[src/rtl/shift_reg_pkg.sv]
// shift_reg_pkg
//   Shared constants for the universal shift register.
//   MODE_* : encoding of the 2-bit mode input (full decode).
package shift_reg_pkg;

  localparam logic [1:0] MODE_HOLD = 2'b00;
  localparam logic [1:0] MODE_FWD  = 2'b01;
  localparam logic [1:0] MODE_REV  = 2'b10;
  localparam logic [1:0] MODE_LOAD = 2'b11;

endpackage

[src/rtl/shift_frame_cnt.sv]
// shift_frame_cnt
//   Frame counter for the universal shift register. Raises frame_done for one
//   cycle after every DEPTH-th shift, counted since the last clear or load.
//   Ports:
//     clk        rising-edge clock
//     clear      synchronous active-high reset
//     shift      a forward or reverse shift happens on this edge
//     load       a parallel load happens on this edge (restarts the frame)
//     frame_done one-cycle pulse after the wrapping shift
module shift_frame_cnt #(
  parameter int DEPTH = 4
) (
  input  logic clk,
  input  logic clear,
  input  logic shift,
  input  logic load,
  output logic frame_done
);

  localparam int CW = (DEPTH > 1) ? $clog2(DEPTH) : 1;
  localparam logic [CW-1:0] RELOAD = CW'(DEPTH - 1);

  // Down-counter of shifts remaining in the current frame; terminal count 0
  // marks the wrapping shift.
  logic [CW-1:0] remain;

  always_ff @(posedge clk) begin
    if (clear || load) begin
      remain     <= RELOAD;
      frame_done <= 1'b0;
    end else if (shift) begin
      if (remain == '0) begin
        remain     <= RELOAD;
        frame_done <= 1'b1;
      end else begin
        remain     <= remain - 1'b1;
        frame_done <= 1'b0;
      end
    end else begin
      frame_done <= 1'b0;
    end
  end

endmodule

[src/rtl/shift_reg_universal.sv]
// shift_reg_universal
//   DEPTH-stage, WIDTH-bit-per-stage universal shift register: hold, forward
//   shift, reverse shift, parallel load, parallel read.
//   Build option: define SHIFT_FRAME_CNT_EN to implement the frame counter;
//   otherwise frame_done is tied low.
//   Ports:
//     clk, clear        clock, synchronous active-high reset
//     en                clock enable (low = hold everything)
//     mode              00 hold, 01 forward, 10 reverse, 11 load
//     sin_f / sin_r     serial inputs into stage 0 / stage DEPTH-1
//     pin / pout        parallel data, stage i at [i*WIDTH +: WIDTH]
//     sout_f / sout_r   stage DEPTH-1 / stage 0
//     frame_done        pulse after every DEPTH-th shift
module shift_reg_universal
  import shift_reg_pkg::*;
#(
  parameter int WIDTH = 1,
  parameter int DEPTH = 4
) (
  input  logic                   clk,
  input  logic                   clear,
  input  logic                   en,
  input  logic [1:0]             mode,
  input  logic [WIDTH-1:0]       sin_f,
  input  logic [WIDTH-1:0]       sin_r,
  input  logic [DEPTH*WIDTH-1:0] pin,
  output logic [WIDTH-1:0]       sout_f,
  output logic [WIDTH-1:0]       sout_r,
  output logic [DEPTH*WIDTH-1:0] pout,
  output logic                   frame_done
);

  logic [WIDTH-1:0] q [DEPTH];
  logic [WIDTH-1:0] d [DEPTH];

  for (genvar gi = 0; gi < DEPTH; gi++) begin : g_stage
    logic [WIDTH-1:0] fwd_src;
    logic [WIDTH-1:0] rev_src;

    if (gi == 0) begin : g_head
      assign fwd_src = sin_f;
    end else begin : g_mid_f
      assign fwd_src = q[gi-1];
    end

    if (gi == DEPTH - 1) begin : g_tail
      assign rev_src = sin_r;
    end else begin : g_mid_r
      assign rev_src = q[gi+1];
    end

    assign d[gi] = (mode == MODE_FWD)  ? fwd_src :
                   (mode == MODE_REV)  ? rev_src :
                   (mode == MODE_LOAD) ? pin[gi*WIDTH +: WIDTH] :
                                         q[gi];

    assign pout[gi*WIDTH +: WIDTH] = q[gi];
  end

  always_ff @(posedge clk) begin
    if (clear) begin
      for (int i = 0; i < DEPTH; i++) q[i] <= '0;
    end else if (en) begin
      for (int i = 0; i < DEPTH; i++) q[i] <= d[i];
    end
  end

  assign sout_f = q[DEPTH-1];
  assign sout_r = q[0];

`ifdef SHIFT_FRAME_CNT_EN
  logic do_shift;
  logic do_load;

  assign do_shift = en && ((mode == MODE_FWD) || (mode == MODE_REV));
  assign do_load  = en && (mode == MODE_LOAD);

  shift_frame_cnt #(.DEPTH(DEPTH)) u_frame_cnt (
    .clk        (clk),
    .clear      (clear),
    .shift      (do_shift),
    .load       (do_load),
    .frame_done (frame_done)
  );
`else
  assign frame_done = 1'b0;
`endif

endmodule

[config.mk]
export PLATFORM = sky130hd
export DESIGN_NAME = shift_reg_universal
export DESIGN_NICKNAME = d
export VERILOG_FILES = /design/src/rtl/shift_reg_pkg.sv /design/src/rtl/shift_frame_cnt.sv /design/src/rtl/shift_reg_universal.sv
export SDC_FILE = /design/constraint.sdc
export NUM_CORES = 1
export LEC_CHECK = 0
export BUFFER_PORTS_ARGS = -buffer_cell sky130_fd_sc_hd__buf_2
export CAP_MARGIN = 30
export CELL_PAD_IN_SITES_DETAIL_PLACEMENT = 0
export CELL_PAD_IN_SITES_GLOBAL_PLACEMENT = 2
export CORE_UTILIZATION = 20
export DETAILED_ROUTE_END_ITERATION = 12
export GPL_TIMING_DRIVEN = 0
export PLACE_DENSITY = 0.78
export RECOVER_POWER = 50
export SYNTH_ARGS = -nofsm -noshare
export SYNTH_HDL_FRONTEND = slang
export SYNTH_SLANG_ARGS = --single-unit
[constraint.sdc]
create_clock -name clk -period 1.1 [get_ports clk]
set_clock_uncertainty 0.2 [all_clocks]
set_input_delay 0 -clock clk [delete_from_list [all_inputs] [get_ports clk]]
set_output_delay 0 -clock clk [all_outputs]
set_load 0.02 [all_outputs]
Yosys cells after proc, flatten, opt, wreduce, memory -nomap -nowiden
Memories as Yosys holds them, arrays and structs flattened.
Index checks and enable logic that the tools add are counted.
{ "classes": {"n_addsub": 0, "n_mul": 0, "div_mod_pow": 0, "magnitude_cmp": 0, "eq_ne": 3, "n_shift": 0, "muxes": 21, "bitwise": 4, "n_reduce_logical": 0} }
{ "op_table": {"columns": ["operator", "count"], "rows": [
  ["1-bit two-way mux", 21],
  ["2-bit equality test, second input constant", 2],
  ["1-bit bitwise OR", 4],
  ["2-bit by 1-bit equality test with 1-bit output, second input constant", 1]
]} }
{ "totals": {"regBits": 0, "latch_bits": 0, "ram_bits": 4, "mem_bits_ro": 0, "inputBits": 11, "out_inout_bits": 7, "word_cells": 29, "mem_count": 1} }
{ "mem_list": {"columns": ["name", "words", "width", "rd", "rd_ports_with_merged_regs", "wr", "line", "rtl"], "rows": [
  ["q", 4, 1, 4, 0, 4, "shift_reg_universal.sv:33", "logic [WIDTH-1:0] q [DEPTH];"]
]} }

Logic depth before layout (Yosys ltp)
{ "depth": {"ltp_word": 5, "depth_mapped": 3, "ltp_nobuf": 2} }

Worst setup path after synthesis
Ideal clock, no wire load.
{ "synth_timing": {"path_kind": "register to register", "from": "mem q[3][0] (netlist: q[0][3])", "to": "mem q[3][0] (netlist: q[0][3]), data pin", "setup_ns": 0.264, "t_arrival_ns": 0.737, "required_time_ns": 0.636, "setup_slack_ns": -0.101, "stages_incl_launch_ff": 3, "n_path_buf": 0, "synth_period_minus_slack_ns": 1.201, "path_cell_list": "edfxtp_1 > mux2i_1 > o22ai_1"} }
{ "synth_lines": {"columns": ["item", "line"], "rows": [
  ["from (decl)", "shift_reg_universal.sv:33"]
]} }

==> run_results.csv <==
group,metric,value,unit
outcome,status,"finished with violations",
outcome,violations,"hold timing, setup timing",
sta,fin_crit_sh,1.02,
sta,slew_viol_final,0,
layout,top_regs,"q x4",
critical_path,required,900,ps
placement,portBuffers,15,
cts,holdBufCountCts,7,
layout,final_common_cell,"buf_2",
layout,nets,64,
logic_synthesis,yosys.cell_types.count,11,
drt,via_per_inst,4.27,
critical_path,crit_type,"flip-flop to primary output",
logic_synthesis,ys_warn_count,0,
sta,max_freq,892,MHz
grt,grt_pass1_wl,966,µm
layout,fin_util,0.365,
sta,setup_ws,-21.4,ps
drt,remaining_drc_errors,0,
logic_synthesis,synth_top_area_share,0.390,
drt,ant_nets,0,
die,floorplan.rows,13,
pwr,p_per_area,1070,nW/µm²
drt,routed_wl,619,µm
sta,hold_viol_final,5,
critical_path,end_kind,"primary output",
grt,gr-usage-met2,0.145,
cts,tritoncts,"yes",
drt,drt-pass1-iter-count,2,
die,fp.dieW,41.2,µm
die,io_pins,18,
grt,grtUsageMet3,0.0326,
layout,top_register,"q",
sta,finalSetupViolCount,6,
cts,clk_latency,240,ps
logic_synthesis,yosys-top-cells-area,"edfxtp_1 39%, mux2i_1 26%, buf_4 12%",
die,die_y,41.2,µm
layout,num_antenna_cells,0,
critical_path,start_kind,"flip-flop",
cts,numCtsBuffers,3,
drt,drtIter0Drc,1,
logic_synthesis,synth_area,308,µm²
cts,clk_pin_slew,40,ps
job,drv_cap,0,
grt,grt_max_degree,10,
cts,cts_sinks,4,
grt,use_met1,0.0945,
cts,clock_path_buffers,2,
critical_path,worstPathArrival,920,ps
logic_synthesis,avgSynthCellArea,11.0,µm²
layout,largest_reg_flops,4,
pwr,leakage,0.242,nW
die,start_util,0.225,
placement,dpl_worst_slack,-14.0,ps
layout,syn_to_final_growth,62.2,%
sta,final.min_clock_period,1120,ps
placement,place.gp.congestion,0.678,
sta,rsz0062_at_grt,"true",
layout,drive_gt1_frac,0.490,
logic_synthesis,postSynthCellCount,28,
grt,grt_pass1_vias,256,
grt,antenna_found_initial,0,
critical_path,crit_fanout,4,
logic_synthesis,synth-seq-area-share,0.390,
cts,root_buffer,"clkbuf_4",
pwr,peakVddDrop,0.327,mV
cts,post_cts_buffers,0,
logic_synthesis,synth.net_count,39,
grt,overflow,0,
grt,top_usage_layer,"met2",
layout,final_cell_mix,"12 x buf_2, 8 x mux2i_1, 5 x buf_4, 5 x dlygate4sd3_1",
logic_synthesis,yosys.area.top_type,"edfxtp_1",
grt,track_usage,0.0972,
sta,whs,-93.0,ps
drt,drt-wirelength-per-cell,9.38,µm
logic_synthesis,ys_seq_elements,4,
drt,vias,282,
cts,cts.htree.levels,1,
die,die_area,1700,µm²
die,core_area,1370,µm²
min_path,min_path_type,"primary input to flip-flop",
-- kinds of logic (layout without fill, tap and decap cells) --
group,after synthesis,after routing,share of synthesized area
AOI/OAI and AO/OA,5,5,0.0975
buffers and inverters,6,29,0.138
DFF,4,4,0.390
muxes,8,8,0.260
other,1,1,0.0122
and+or+nand+nor,4,4,0.102
-- stage by stage --
| stage | setup TNS (ps) | hold slack, ps | instance area [µm²] | cells | power, mW |
|---|---|---|---|---|---|
| after floorplan | -257 | 0.00198 | 308 | 28 | 0.282 |
| after global placement | -57.9 | 129 | 402 | 58 | 0.325 |
| after detailed placement | -37.1 | 130 | 402 | 58 | 0.325 |
| after CTS | -120 | -40.4 | 519 | 68 | 0.546 |
| after global routing | -422 | -36.9 | 499 | 66 | 0.557 |
| final | -73.5 | -93.0 | 499 | 66 | 0.537 |
-- power by group --
part / internal [mW] / total, mW / switching [mW]
logic: 0.0899 / 0.160 / 0.0699
clock network: 0.122 / 0.184 / 0.0622
registers: 0.184 / 0.192 / 0.00878
total: 0.396 / 0.537 / 0.141
-- critical path, stage by stage, from the launching register on --
cell	delay [ps]
edfxtp_1	410
buf_4	160
buf_6	120
-- layout make-up --
cell class                      count  area [µm²]
Tap cell                           15        18.8
Fill cell                         155         867
Sequential cell                     4         120
Clock buffer                        3        22.5
Multi-Input combinational cell     18         145
Buffer                              6        42.5
Timing Repair Buffer               20         150
-- path summary, 6_finish.rpt --
check	to	slack, ps	from	cells after the start
max reg2reg	q[0][3]	-20	q[0][3]	2
max	pout[3]	-20	q[0][3]	2
min reg2reg	q[0][1]	460	q[0][2]	2
min	q[0][3]	-90	en	2
-- what timing repair did --
item / 4_1_cts / 5_1_grt
pin swaps: 1 / 3
endpoints found under the setup margin: 8 / 12
hold endpoints to repair: 8 / 3
gates resized for setup: 8 / 0
-- Yosys cell counts --
| library cell | n |
|---|---|
| buf_2 | 1 |
| buf_4 | 5 |
| mux2i_1 | 8 |
| edfxtp_1 | 4 |
| or3b_4 | 1 |
| nand3b_1 | 1 |
| or2_1 | 1 |
| o22ai_1 | 4 |
| nand2b_1 | 1 |
| o21ai_0 | 1 |
| conb_1 | 1 |
-- per-layer routing --
layer | share of wire | vias up
li1 | - | 145
met1 | 0.42 | 117
met2 | 0.44 | 15
met3 | 0.073 | 5
met4 | 0.065 | 0
met5 | 0 | -
(Power assumes the default switching activity.)
